<file path="src/rtl/adder_subtractor_golden.sv">
`default_nettype none
// ============================================================================
// Module      : adder_subtractor_golden
// Description : Combinational reference sum/difference, computed in WIDTH+1
//               bits so the carry (no-borrow for subtraction) falls out on top.
// Revision    : 1.0 - initial release
// ============================================================================
module adder_subtractor_golden #(
    parameter int WIDTH = 4
) (
    input  wire logic [WIDTH-1:0] i_a,
    input  wire logic [WIDTH-1:0] i_b,
    input  wire logic             i_sub,
    output logic      [WIDTH-1:0] o_result,
    output logic                  o_cout
);

    logic [WIDTH:0] w_sum;

    assign w_sum    = {1'b0, i_a} + {1'b0, i_b ^ {WIDTH{i_sub}}} + {{WIDTH{1'b0}}, i_sub};
    assign o_result = w_sum[WIDTH-1:0];
    assign o_cout   = w_sum[WIDTH];

endmodule
`default_nettype wire

</file>
<file path="config.mk">
export PLATFORM = sky130hd
export DESIGN_NAME = adder_subtractor_golden
export DESIGN_NICKNAME = d
export VERILOG_FILES = /design/src/rtl/adder_subtractor_golden.sv
export SDC_FILE = /design/constraint.sdc
export NUM_CORES = 1
export LEC_CHECK = 0
export CORE_AREA = 2 2 39 41
export DETAILED_ROUTE_END_ITERATION = 16
export DIE_AREA = 0 0 41 43
export PLACE_DENSITY = 0.36
export SETUP_SLACK_MARGIN = 0.5
export SLEW_MARGIN = 20
export SYNTH_ARGS = -nofsm -noshare
export SYNTH_HDL_FRONTEND = slang
export SYNTH_SLANG_ARGS = --single-unit
</file>
<file path="constraint.sdc">
create_clock -name vclk -period 3.3
set_input_delay 0.825 -clock vclk [all_inputs]
set_output_delay 0.825 -clock vclk [all_outputs]
set_load 0.01 [all_outputs]
</file>
==> impl_metrics.xml <==
<?xml version="1.0" encoding="UTF-8"?>
<metrics>
  <group name="status">
    <metric name="status" unit="">completed</metric>
  </group>
  <group name="yosys">
    <metric name="syn-num-nets" unit="">33</metric>
    <metric name="synthDominantCellAreaShare" unit="">0.2431</metric>
    <metric name="postSynthAreaPerCell" unit="um^2">9.009</metric>
    <metric name="synth.largest_area_cell" unit="">sky130_fd_sc_hd__xor2_1</metric>
    <metric name="post_synth_instance_area" unit="um^2">180.2</metric>
    <metric name="leading_cell_types_by_total_area_after_synthesis" unit="">sky130_fd_sc_hd__xor2_1 24%, sky130_fd_sc_hd__ha_1 21%, sky130_fd_sc_hd__fa_1 11%</metric>
    <metric name="yosysWarnings" unit="">0</metric>
    <metric name="netlist_instances" unit="">20</metric>
    <metric name="post_synth_num_cell_types" unit="">12</metric>
    <metric name="ys_seq_area_frac" unit="">0</metric>
  </group>
  <group name="setup_path">
    <metric name="crit_path_start_kind" unit="">input pin</metric>
    <metric name="cp-end-kind" unit="">primary output</metric>
    <metric name="crit_path_max_incr_delay" unit="ps">510</metric>
    <metric name="crit_family" unit="">simple AND/OR/NAND/NOR gates</metric>
    <metric name="crit_chain" unit="">buf_8 &gt; buf_6 &gt; mux2_4 &gt; or4_1 &gt; nand4_1 &gt; buf_2</metric>
    <metric name="worst-setup-path-type" unit="">input pin to primary output</metric>
    <metric name="critical_path.max_fanout" unit="">3</metric>
    <metric name="path_buf_inv" unit="">3</metric>
    <metric name="crit_arrival" unit="ps">2060</metric>
    <metric name="worstPathRequired" unit="ps">2470</metric>
    <metric name="worst_path_max_delay_cell" unit="">sky130_fd_sc_hd__or4_1</metric>
  </group>
  <group name="timing">
    <metric name="finalHoldWorstSlack" unit="ps">2222</metric>
    <metric name="fin_setup_tns" unit="ps">0</metric>
    <metric name="max_frequency" unit="MHz">346.7</metric>
    <metric name="drv_slew" unit="">0</metric>
    <metric name="timing.final.setup_violations" unit="">0</metric>
    <metric name="period_needed" unit="ps">2885</metric>
    <metric name="post-route-worst-setup-slack" unit="ps">415.5</metric>
    <metric name="rsz_0062_raised_after_global_routing" unit="">yes</metric>
    <metric name="max_slew_margin" unit="">0.8862</metric>
    <metric name="hold_viol" unit="">0</metric>
    <metric name="tightest_pin_transition" unit="ps">170.0</metric>
    <metric name="final.period_utilization" unit="">0.8741</metric>
  </group>
  <group name="hold_path">
    <metric name="min-delay-start" unit="">i_b[0]</metric>
    <metric name="hold_class" unit="">input pin to primary output</metric>
    <metric name="timing.hold.worst_endpoint" unit="">o_result[1]</metric>
    <metric name="worst_hold_path.num_cells" unit="">4</metric>
  </group>
  <group name="layout">
    <metric name="drive_above_1_share" unit="">0.6591</metric>
    <metric name="layout.cells.most_common" unit="">sky130_fd_sc_hd__buf_4</metric>
    <metric name="antenna_cells" unit="">0</metric>
    <metric name="fin_util" unit="">0.3291</metric>
    <metric name="syn_to_final_growth" unit="%">152.8</metric>
    <metric name="ff_latch_area" unit="um^2">0</metric>
    <metric name="multi_input_combinational_cell_area" unit="um^2">237.7</metric>
    <metric name="nClkBuffers" unit="">0</metric>
    <metric name="final_cell_area" unit="um^2">455.4</metric>
    <metric name="stdcell_count" unit="">60</metric>
    <metric name="layout.cells.most_common_list" unit="">7 x sky130_fd_sc_hd__buf_4, 6 x sky130_fd_sc_hd__buf_2, 4 x sky130_fd_sc_hd__buf_6</metric>
    <metric name="finalNetCount" unit="">59</metric>
    <metric name="nFlopsAndLatches" unit="">0</metric>
    <metric name="fill_cells" unit="">157</metric>
  </group>
  <group name="floorplan">
    <metric name="die_x" unit="um">41</metric>
    <metric name="placeableCoreArea" unit="um^2">1384</metric>
    <metric name="placement_rows" unit="">14</metric>
    <metric name="floorplan.io_pins" unit="">14</metric>
    <metric name="floorplan.die_area" unit="um^2">1763</metric>
    <metric name="die-height" unit="um">43</metric>
    <metric name="initial_utilization" unit="">0.1302</metric>
  </group>
  <group name="power">
    <metric name="ir_drop" unit="V">0.00006762</metric>
    <metric name="fraction_of_power_consumed_by_sequential_logic" unit="">0</metric>
    <metric name="power.share.clock" unit="">0</metric>
    <metric name="p_sw" unit="mW">0.04331</metric>
    <metric name="cellLeakagePower" unit="nW">0.2041</metric>
    <metric name="p_comb_frac" unit="">1.000</metric>
    <metric name="switching_share" unit="">0.4205</metric>
    <metric name="fin_total_pwr" unit="mW">0.1030</metric>
    <metric name="power_density" unit="nW/um^2">226.1</metric>
    <metric name="power_report.internal_total" unit="mW">0.05968</metric>
  </group>
  <group name="routing">
    <metric name="vias" unit="">243</metric>
    <metric name="detailedRoute.firstIterationViolations" unit="">0</metric>
    <metric name="wl_per_cell" unit="um">9.367</metric>
    <metric name="detail-route-antenna-nets" unit="">0</metric>
    <metric name="detail_route.first_pass.iterations" unit="">1</metric>
    <metric name="post_drt_via_cell_ratio" unit="">4.050</metric>
    <metric name="drc" unit="">0</metric>
    <metric name="final_routed_wirelength" unit="um">562</metric>
  </group>
  <group name="grt">
    <metric name="groute.usage.overall" unit="">0.07816</metric>
    <metric name="grt_antenna_before_repair" unit="">0</metric>
    <metric name="globalRouteOverflowTotal" unit="">0</metric>
    <metric name="vias_in_the_first_global_route" unit="">272</metric>
    <metric name="grt_max_degree" unit="">5</metric>
    <metric name="global_route_wire_length_before_repair" unit="mm">1.048</metric>
  </group>
  <group name="flow_run">
    <metric name="cap_violations" unit="">0</metric>
  </group>
  <group name="placed_design">
    <metric name="port-buffer-count" unit="">14</metric>
    <metric name="placedCellCount" unit="">60</metric>
    <metric name="gp_congestion" unit="">0.7084</metric>
    <metric name="detailedPlacementHpwl" unit="um">497.5</metric>
    <metric name="place_area" unit="um^2">415.4</metric>
    <metric name="pre_cts_worst_setup_slack" unit="ps">-451.9</metric>
  </group>
  <group name="cts">
    <metric name="hold_buffer_count_at_cts" unit="">0</metric>
    <metric name="post-cts-setup-buffers" unit="">0</metric>
  </group>
</metrics>
==> cells in the mapped netlist <==
cell type                  count
sky130_fd_sc_hd__nor4b_1       1
sky130_fd_sc_hd__nand4_1       2
sky130_fd_sc_hd__ha_1          3
sky130_fd_sc_hd__mux2_4        1
sky130_fd_sc_hd__xor2_1        5
sky130_fd_sc_hd__or4_1         1
sky130_fd_sc_hd__fa_1          1
sky130_fd_sc_hd__nor3b_1       1
sky130_fd_sc_hd__a21oi_1       2
sky130_fd_sc_hd__o21bai_1      1
sky130_fd_sc_hd__a31oi_1       1
sky130_fd_sc_hd__inv_1         1
==> how the worst max path moves through the flow <==
stage	endpoint	slack, ps	start	depth (start not counted)
after floorplan	o_result[3]	510	i_b[3]	5
after detailed placement	o_result[3]	-450	i_sub	8
after global routing	o_result[3]	380	i_sub	7
after global placement	o_result[3]	-440	i_sub	8
final	o_result[3]	420	i_sub	6
after CTS	o_cout	390	i_sub	8
==> tightest hold or removal path: stages <==
cell	delay, ps
sky130_fd_sc_hd__buf_2	100
sky130_fd_sc_hd__mux2_4	170
sky130_fd_sc_hd__fa_2	200
sky130_fd_sc_hd__buf_6	100
==> area by class of cell <==
class                           instances  area share
Timing Repair Buffer                   24      0.4258
Multi-Input combinational cell         19      0.5220
Inverter                                1    0.008242
Tap cell                               16     0.04396
==> metal layers <==
metal	wire length, um	vias to the layer above	GRT usage
met5	0	-	0
met4	0	0	0
met3	80	0	0.01047
met2	275	14	0.1469
met1	207	106	0.09265
li1	-	123	-
==> cell families (layout without fill, tap and decap cells) <==
family / Yosys count / after routing / synth area share
xor gates and xnor gates: 5 / 5 / 0.2430
AOI/OAI and AO/OA: 4 / 4 / 0.1320
muxes: 1 / 1 / 0.08331
and+or+nand+nor: 5 / 5 / 0.2014
adders and majority gates: 4 / 4 / 0.3195
buffers and inverters: 1 / 25 / 0.02081
==> power by group through the flow <==
stage / sequential [mW] / clock [mW] / combinational [mW]
finish: 0 / 0 / 0.103
global route: 0 / 0 / 0.115
CTS: 0 / 0 / 0.100
detailed placement: 0 / 0 / 0.0990
global placement: 0 / 0 / 0.0989
floorplan: 0 / 0 / 0.0401
==> repair_timing <==
action | 4_1_cts | 5_1_grt
pin swaps | 13 | 6
endpoints found under the setup margin | 5 | 4
gates resized for setup | 52 | 5
Note: power is estimated with default switching activity, not from simulation.
